===== src/rtl/uart_rx_ctrl_pkg.sv =====
// Shared definitions for the UART receive sequencer: state encoding, defaults, line level.
package uart_rx_ctrl_pkg;

    typedef enum logic [1:0] {
        StIdle,
        StStart,
        StData,
        StStop
    } rx_state_e;

    localparam int unsigned DefDataBits = 8;
    localparam logic        LineIdle    = 1'b1;

endpackage


===== src/rtl/uart_rx_ctrl_sync_edge.sv =====
// Serial-line synchroniser with falling-edge detect; all stages start at the idle level.
module uart_rx_ctrl_sync_edge
    import uart_rx_ctrl_pkg::*;
#(
    parameter int unsigned SYNC_STAGES = 2
) (
    input  logic clk,
    input  logic rst,
    input  logic rx_i,
    output logic rx_s_o,
    output logic fall_o
);

    logic [SYNC_STAGES-1:0] sync_q;
    logic                   prev_q;

    always_ff @(posedge clk or negedge rst) begin
        if (!rst) begin
            sync_q <= {SYNC_STAGES{LineIdle}};
            prev_q <= LineIdle;
        end else begin
            sync_q <= {sync_q[SYNC_STAGES-2:0], rx_i};
            prev_q <= sync_q[SYNC_STAGES-1];
        end
    end

    assign rx_s_o = sync_q[SYNC_STAGES-1];
    // Needs a seen-high sample, so a line held low never re-arms the start detector.
    assign fall_o = prev_q & ~sync_q[SYNC_STAGES-1];

endmodule


===== src/rtl/uart_rx_ctrl.sv =====
// UART receive sequencer: detects the start bit, gates the baud generator and samples one frame.
module uart_rx_ctrl
    import uart_rx_ctrl_pkg::*;
#(
    parameter int unsigned DATA_BITS   = DefDataBits,
    parameter int unsigned SYNC_STAGES = 2,
    parameter int unsigned TIMEOUT     = 8191
) (
    input  logic                 clk,
    input  logic                 rst,
    input  logic                 rx_i,
    input  logic                 bps_hf_i,
    output logic                 bps_start_o,
    output logic [DATA_BITS-1:0] rx_data_o,
    output logic                 rx_valid_o,
    output logic                 frame_err_o,
    output logic                 rx_busy_o
);

    localparam int unsigned CntW  = $clog2(DATA_BITS + 1);
    localparam int unsigned WdogW = $clog2(TIMEOUT + 1);
    localparam logic [CntW-1:0]  LastBit = CntW'(DATA_BITS - 1);
    localparam logic [WdogW-1:0] WdogMax = WdogW'(TIMEOUT);

    logic rx_s;
    logic fall;

    uart_rx_ctrl_sync_edge #(
        .SYNC_STAGES(SYNC_STAGES)
    ) u_sync_edge (
        .clk   (clk),
        .rst   (rst),
        .rx_i  (rx_i),
        .rx_s_o(rx_s),
        .fall_o(fall)
    );

    rx_state_e            state_q;
    logic [CntW-1:0]      bit_cnt_q;
    logic [WdogW-1:0]     wdog_q;
    logic [DATA_BITS-1:0] shreg_q;
    logic [DATA_BITS-1:0] rx_data_q;
    logic                 bps_start_q;
    logic                 rx_valid_q;
    logic                 frame_err_q;
    logic                 rx_busy_q;

    always_ff @(posedge clk or negedge rst) begin
        if (!rst) begin
            state_q     <= StIdle;
            bit_cnt_q   <= '0;
            wdog_q      <= '0;
            shreg_q     <= '0;
            rx_data_q   <= '0;
            bps_start_q <= 1'b0;
            rx_valid_q  <= 1'b0;
            frame_err_q <= 1'b0;
            rx_busy_q   <= 1'b0;
        end else begin
            rx_valid_q  <= 1'b0;
            frame_err_q <= 1'b0;
            if (state_q != StIdle) begin
                wdog_q <= bps_hf_i ? '0 : wdog_q + WdogW'(1);
            end
            // Lost baud pulses: abandon the frame rather than wait forever.
            if (state_q != StIdle && !bps_hf_i && wdog_q == WdogMax) begin
                frame_err_q <= 1'b1;
                state_q     <= StIdle;
                bps_start_q <= 1'b0;
                rx_busy_q   <= 1'b0;
            end else begin
                unique case (state_q)
                    StIdle: begin
                        if (fall) begin
                            state_q     <= StStart;
                            bps_start_q <= 1'b1;
                            rx_busy_q   <= 1'b1;
                            wdog_q      <= '0;
                        end
                    end
                    StStart: begin
                        if (bps_hf_i) begin
                            if (!rx_s) begin
                                state_q   <= StData;
                                bit_cnt_q <= '0;
                            end else begin
                                state_q     <= StIdle;
                                bps_start_q <= 1'b0;
                                rx_busy_q   <= 1'b0;
                            end
                        end
                    end
                    StData: begin
                        if (bps_hf_i) begin
                            shreg_q   <= {rx_s, shreg_q[DATA_BITS-1:1]};
                            bit_cnt_q <= bit_cnt_q + CntW'(1);
                            if (bit_cnt_q == LastBit) begin
                                state_q <= StStop;
                            end
                        end
                    end
                    StStop: begin
                        if (bps_hf_i) begin
                            if (rx_s) begin
                                rx_data_q  <= shreg_q;
                                rx_valid_q <= 1'b1;
                            end else begin
                                frame_err_q <= 1'b1;
                            end
                            state_q     <= StIdle;
                            bps_start_q <= 1'b0;
                            rx_busy_q   <= 1'b0;
                        end
                    end
                    default: state_q <= StIdle;
                endcase
            end
        end
    end

    assign bps_start_o = bps_start_q;
    assign rx_data_o   = rx_data_q;
    assign rx_valid_o  = rx_valid_q;
    assign frame_err_o = frame_err_q;
    assign rx_busy_o   = rx_busy_q;

endmodule


===== config.mk =====
export PLATFORM = sky130hd
export DESIGN_NAME = uart_rx_ctrl
export DESIGN_NICKNAME = d
export VERILOG_FILES = /design/src/rtl/uart_rx_ctrl_pkg.sv /design/src/rtl/uart_rx_ctrl_sync_edge.sv /design/src/rtl/uart_rx_ctrl.sv
export SDC_FILE = /design/constraint.sdc
export NUM_CORES = 1
export LEC_CHECK = 0
export CORE_UTILIZATION = 57
export CTS_BUF_LIST = sky130_fd_sc_hd__clkbuf_4 sky130_fd_sc_hd__clkbuf_8 sky130_fd_sc_hd__clkbuf_16
export CTS_CLUSTER_DIAMETER = 60
export DETAILED_ROUTE_END_ITERATION = 16
export GPL_TIMING_DRIVEN = 0
export PLACE_DENSITY = 0.85
export SYNTH_ARGS = -nofsm -noshare
export SYNTH_HDL_FRONTEND = slang
export SYNTH_HIERARCHICAL = 1
export SYNTH_SLANG_ARGS = --single-unit
export TNS_END_PERCENT = 5

===== constraint.sdc =====
create_clock -name clk -period 2.5 [get_ports clk]
set_input_delay 0.5 -clock clk [delete_from_list [all_inputs] [get_ports clk]]
set_output_delay 0.5 -clock clk [all_outputs]
set_load 0.02 [all_outputs]

Yosys cells after proc, flatten, opt, wreduce, memory -nomap -nowiden:

Cells that the tools add are included.
W data, S select, Z words.

* logic and storage cells: 72
* bits of input ports: 4
* register bits after elaboration: 41

* eq/ne operators: 14
* mux-type cells: 31
* reduce and logical (&&, ||, !) cells: 12
* bitwise operators: 3
* $add $sub $neg: 2

Operators with widths (number)
* $mux W13: 5
* $ne A3 B3 Y1 const B: 5
* $reduce_and A5 Y1: 3
* $mux W2: 7
* $add A13 B1 Y13 const B: 1
* $eq A13 B13 Y1 const B: 1
* $mux W1: 13
* $mux W4: 3
* $pmux W2 S4: 1
* $pmux W4 S2: 1
* $ne A2 B2 Y1 const B: 3
* $add A4 B1 Y4 const B: 1
* $eq A2 B2 Y1 const B: 2
* $eq A4 B3 Y1 const B: 1
* $reduce_and A4 Y1: 1
* $reduce_bool A2 Y1: 2
* $reduce_bool A4 Y1: 1
* $ne A3 B2 Y1 const B: 1
* $pmux W1 S3: 1
* $reduce_and A3 Y1: 1
* $eq A2 B1 Y1 const B: 1
* $logic_and A1 B1 Y1: 2
* $logic_not A2 Y1: 1
* $not A1 Y1: 2
* 2 further kinds: 2

Depth between registers and ports, before layout:

* depth after elaboration: 6
* gate-level depth with buffers: 7
* depth with buffers taken out: 6

Modules after synthesis:

The synthesis kept the hierarchy.

By module, submodules not included
* uart_rx_ctrl: cells an instance 174, area an instance 1916.8 sq um, instances 1
* uart_rx_ctrl_sync_edge: cells an instance 4, area an instance 92.6 sq um, instances 1

Worst setup path before layout:

No wires, ideal clock.

* kind: register to register
* start: reg state_q[0]
* end: reg bit_cnt_q[3]
* period minus slack after synthesis: 1.772 ns
* slack: 0.728 ns
* cell stages (with the launch flop): 7
* data arrival time: 1.632 ns
* required time: 2.360 ns
* buffers on the path: 0
* path through: dfrtp_1 -> inv_1 -> ha_1 -> or3b_4 -> nor4_4 -> or2_2 -> o311ai_2

* cells in the longest elaborated chain, start to end: 5
* elaborated cells on any way between the ends: 12
* classes of those cells: eq/ne: 5; mux: 1; bitwise: 1; reduce/logical: 5

Ends and longest elaborated chain
* from (decl): RTL line uart_rx_ctrl.sv:38 `rx_state_e state_q;`
* from (signal assigned): RTL line uart_rx_ctrl.sv:50 `state_q <= StIdle;`
* from (signal assigned): RTL line uart_rx_ctrl.sv:68 `state_q <= StIdle;`
* from (signal assigned): RTL line uart_rx_ctrl.sv:75 `state_q <= StStart;`
* branches (longest 5 deep; another with $reduce_and A5 Y1)
* to (signal assigned): RTL line uart_rx_ctrl.sv:96 `bit_cnt_q <= bit_cnt_q + CntW'(1);`
* to (decl): RTL line uart_rx_ctrl.sv:39 `logic [CntW-1:0] bit_cnt_q;`

Parallel ways; which one is timed is not known.
A chain may end at the register's enable or synchronous reset.

Worst setup path in the final report:

Same ends and word-level chain as after synthesis.

==> results by group <==
Job
  • Max_cap viols: 0

Detailed routing
  • Vias: 1,458
  • DRT Pass-1 Iters: 5
  • WL per Instance: 15.7 um
  • Starting DRT DRC Count: 98
  • Vias per cell: 5.93
  • Antenna Nets Post-Route: 0
  • WL final: 3850 um
  • Drc violations: 0

Setup path
  • Crit-path leading delay family: simple AND/OR/NAND/NOR gates
  • Critical Path Source Type: flip-flop
  • Crit Path Class: reg2reg
  • CP max stage cell: or3b_4
  • Crit path buf inv count: 1
  • WP data required: 2.74 ns
  • Worst Path Max Fanout: 8
  • R2R setup slack: 0.49 ns
  • Arrival time at the worst endpoint: 2.26 ns
  • RR Startpoint: state_q[0]$_DFFE_PN0P_
  • Reg2Reg Depth: 6
  • RR Endpoint: bit_cnt_q[3]$_DFFE_PN0P_
  • Sequence of cells on the critical path: inv_1, ha_1, or3b_4, nor4_4, or2_2, o311ai_2
  • Critical Path Max Stage Delay: 0.43 ns
  • Setup crit end kind: flip-flop

Clock network
  • Cts bufs inserted: 5
  • CTS Buffer Depth: 2
  • Reg clk slew, reported paths: 0.13 ns
  • Root Buffer Master: clkbuf_4
  • Setup Fix Bufs, Post-CTS: 0
  • CTS tree: built
  • CTS H-tree lvls: 2
  • Post-cts sizing count: 0
  • # hold bufs at CTS: 0
  • Later-pin clock latency in the skew report: 0.36 ns
  • CTS Sinks: 41

Finish
  • Synth-to-Final Area Change: 12.7%
  • Fill count: 262
  • Storage cell area: 1030 sq um
  • Area of the multi-input gates: 933 sq um
  • Commonest cells after routing, fill and taps aside: dfrtp_1 (38), o21ai_0 (23), mux2_2 (17)
  • Most common cell after layout, fill and taps aside: dfrtp_1
  • Share of post-route cells with drive strength above 1: 20.5%
  • Post-layout util: 67.3%
  • Antenna diodes: 0
  • Nets@finish: 209

STA
  • RSZ-0062 raised after global routing: no
  • Setup TNS Final: 0 ns
  • Crit share post-route: 80.6%
  • Clock skew: 0.00443 ns
  • Min Tclk post-route: 2.01 ns
  • Slew @ Worst Pin: 0.893 ns
  • Count of final hold-check violations: 0
  • Fin. max-slew vios: 0
  • Maximum achievable frequency: 496 MHz
  • Hold_ws: 0.243 ns
  • Setup violations, final: 0
  • Slew headroom: 40.5%

Floorplan
  • Initial core utilization: 59.7%
  • Die Y: 61.4 um
  • Die area: 3770 sq um
  • Die Wd: 61.4 um
  • # IOs: 16
  • # rows: 21
  • Core area: 3360 sq um

Status
  • Status: finished, final reports clean

Power and ir drop
  • Pwr Density: 792 nW/um^2
  • IR drop worst, VDD: 0.610 mV
  • Leak Pwr: 0.00102 uW

Yosys
  • Number of synthesized flops with an enable pin: 0
  • Syn Nets: 188
  • Synth Flop Type: dfrtp_1
  • Yosys reg bits: 41
  • Yosys cell types: 44
  • Register area share after synthesis: 51.2%
  • Avg Cell Area, Syn: 11.3 sq um
  • Post-synthesis instance total: 178
  • Post-synthesis cell area: 2010 sq um
  • Synth warn: 6
  • Async SR Flop Fraction: 100%

Global routing
  • Initial antenna violation count: 0
  • Global-route usage over all layers: 23.6%
  • Number of global-route vias before repair: 1,379
  • First-pass GRT wire length: 6240 um
  • Largest net degree at the start of global routing: 42
  • Grt ovf: 0

Min path
  • Class of the worst hold path: in2async

Place
  • Routability Congestion: 0.850
  • PortBufs: 14
  • DP HPWL: 2790 um
-- worst max-delay path by stage --
stage	from	end	slack, ns	cells after the start
final	state_q[0]$_DFFE_PN0P_	bit_cnt_q[3]$_DFFE_PN0P_	0.49	6
after global routing	state_q[0]$_DFFE_PN0P_	bit_cnt_q[3]$_DFFE_PN0P_	0.37	6
after CTS	state_q[0]$_DFFE_PN0P_	bit_cnt_q[3]$_DFFE_PN0P_	0.48	6
after detailed placement	state_q[0]$_DFFE_PN0P_	bit_cnt_q[3]$_DFFE_PN0P_	0.52	6
after global placement	rst	wdog_q[4]$_DFF_PN0_	0.04	1
after floorplan	state_q[0]$_DFFE_PN0P_	bit_cnt_q[3]$_DFFE_PN0P_	0.73	6
-- logic make-up after synthesis --
logic type / Yosys count / share of synthesized area [%]
adders and majority gates: 6 / 3.74
DFF: 41 / 51.2
xor gates and xnor gates: 1 / 0.436
buffers and inverters: 9 / 2.30
AOI/OAI and AO/OA: 43 / 13.3
muxes: 19 / 10.5
and+or+nand+nor: 59 / 18.5
-- synthesized netlist by cell type, types with 2 or more instances --
cell type / n / area share (%)
a21oi_1: 4 / 1.0
a22o_1: 5 / 2.2
a31oi_1: 2 / 0.62
clkbuf_1: 2 / 0.37
dfrtp_1: 38 / 47
dfstp_2: 3 / 3.9
ha_1: 6 / 3.7
inv_1: 4 / 0.75
mux2_2: 17 / 9.5
mux2i_1: 2 / 1.0
nand2_1: 13 / 2.4
nand2b_1: 3 / 0.93
nand3_1: 8 / 2.0
nand3b_1: 2 / 0.75
nand4_1: 2 / 0.62
nand4b_1: 3 / 1.3
nor2_1: 10 / 1.9
nor2b_1: 2 / 0.62
nor3_1: 4 / 1.0
nor4_4: 2 / 2.1
o21ai_0: 23 / 5.7
-- power by group --
| group | switching, uW | total (uW) | internal (uW) |
|---|---|---|---|
| sequential | 86.0 | 851 | 766 |
| combinational | 335 | 588 | 253 |
| clock | 239 | 354 | 115 |
-- metal layers --
metal  share of wire, %  global-route usage, %  wire [um]  vias to the layer above
li1                   -                      -          -                      695
met1                 41                   29.5       1580                      709
met2                 53                   39.4       2030                       48
met3                5.2                   6.51        200                        6
met4                1.0                   8.89         40                        0
met5                  0                      0          0                        -
-- stage by stage --
step	instance area, sq um	instances	total power [uW]	setup slack, ns
floorplan	2010	178	1240	0.728
CTS	2260	246	1800	0.485
detailed placement	2200	238	1450	0.517
global placement	2210	238	1400	0.0403
global route	2260	246	1910	0.367
finish	2260	246	1790	0.485
-- layout make-up --
| type | count | share of cell area [%] |
|---|---|---|
| Buffer | 5 | 1.38 |
| Multi-Input combinational cell | 128 | 41.2 |
| Inverter | 4 | 0.663 |
| Clock inverter | 3 | 1.10 |
| Clock buffer | 5 | 1.66 |
| Timing Repair Buffer | 14 | 5.97 |
| Tap cell | 46 | 2.54 |
| Sequential cell | 41 | 45.5 |
-- state kept, by name, indices dropped and copies added, names as in the netlist --
signal,count
u_sync_edge/prev_q,1
shreg_q,8
bit_cnt_q,4
rx_valid_o,1
rx_busy_o,1
wdog_q,13
u_sync_edge/sync_q,2
rx_data_o,8
state_q,2
frame_err_o,1
Note: power is estimated with default switching activity, not from simulation.
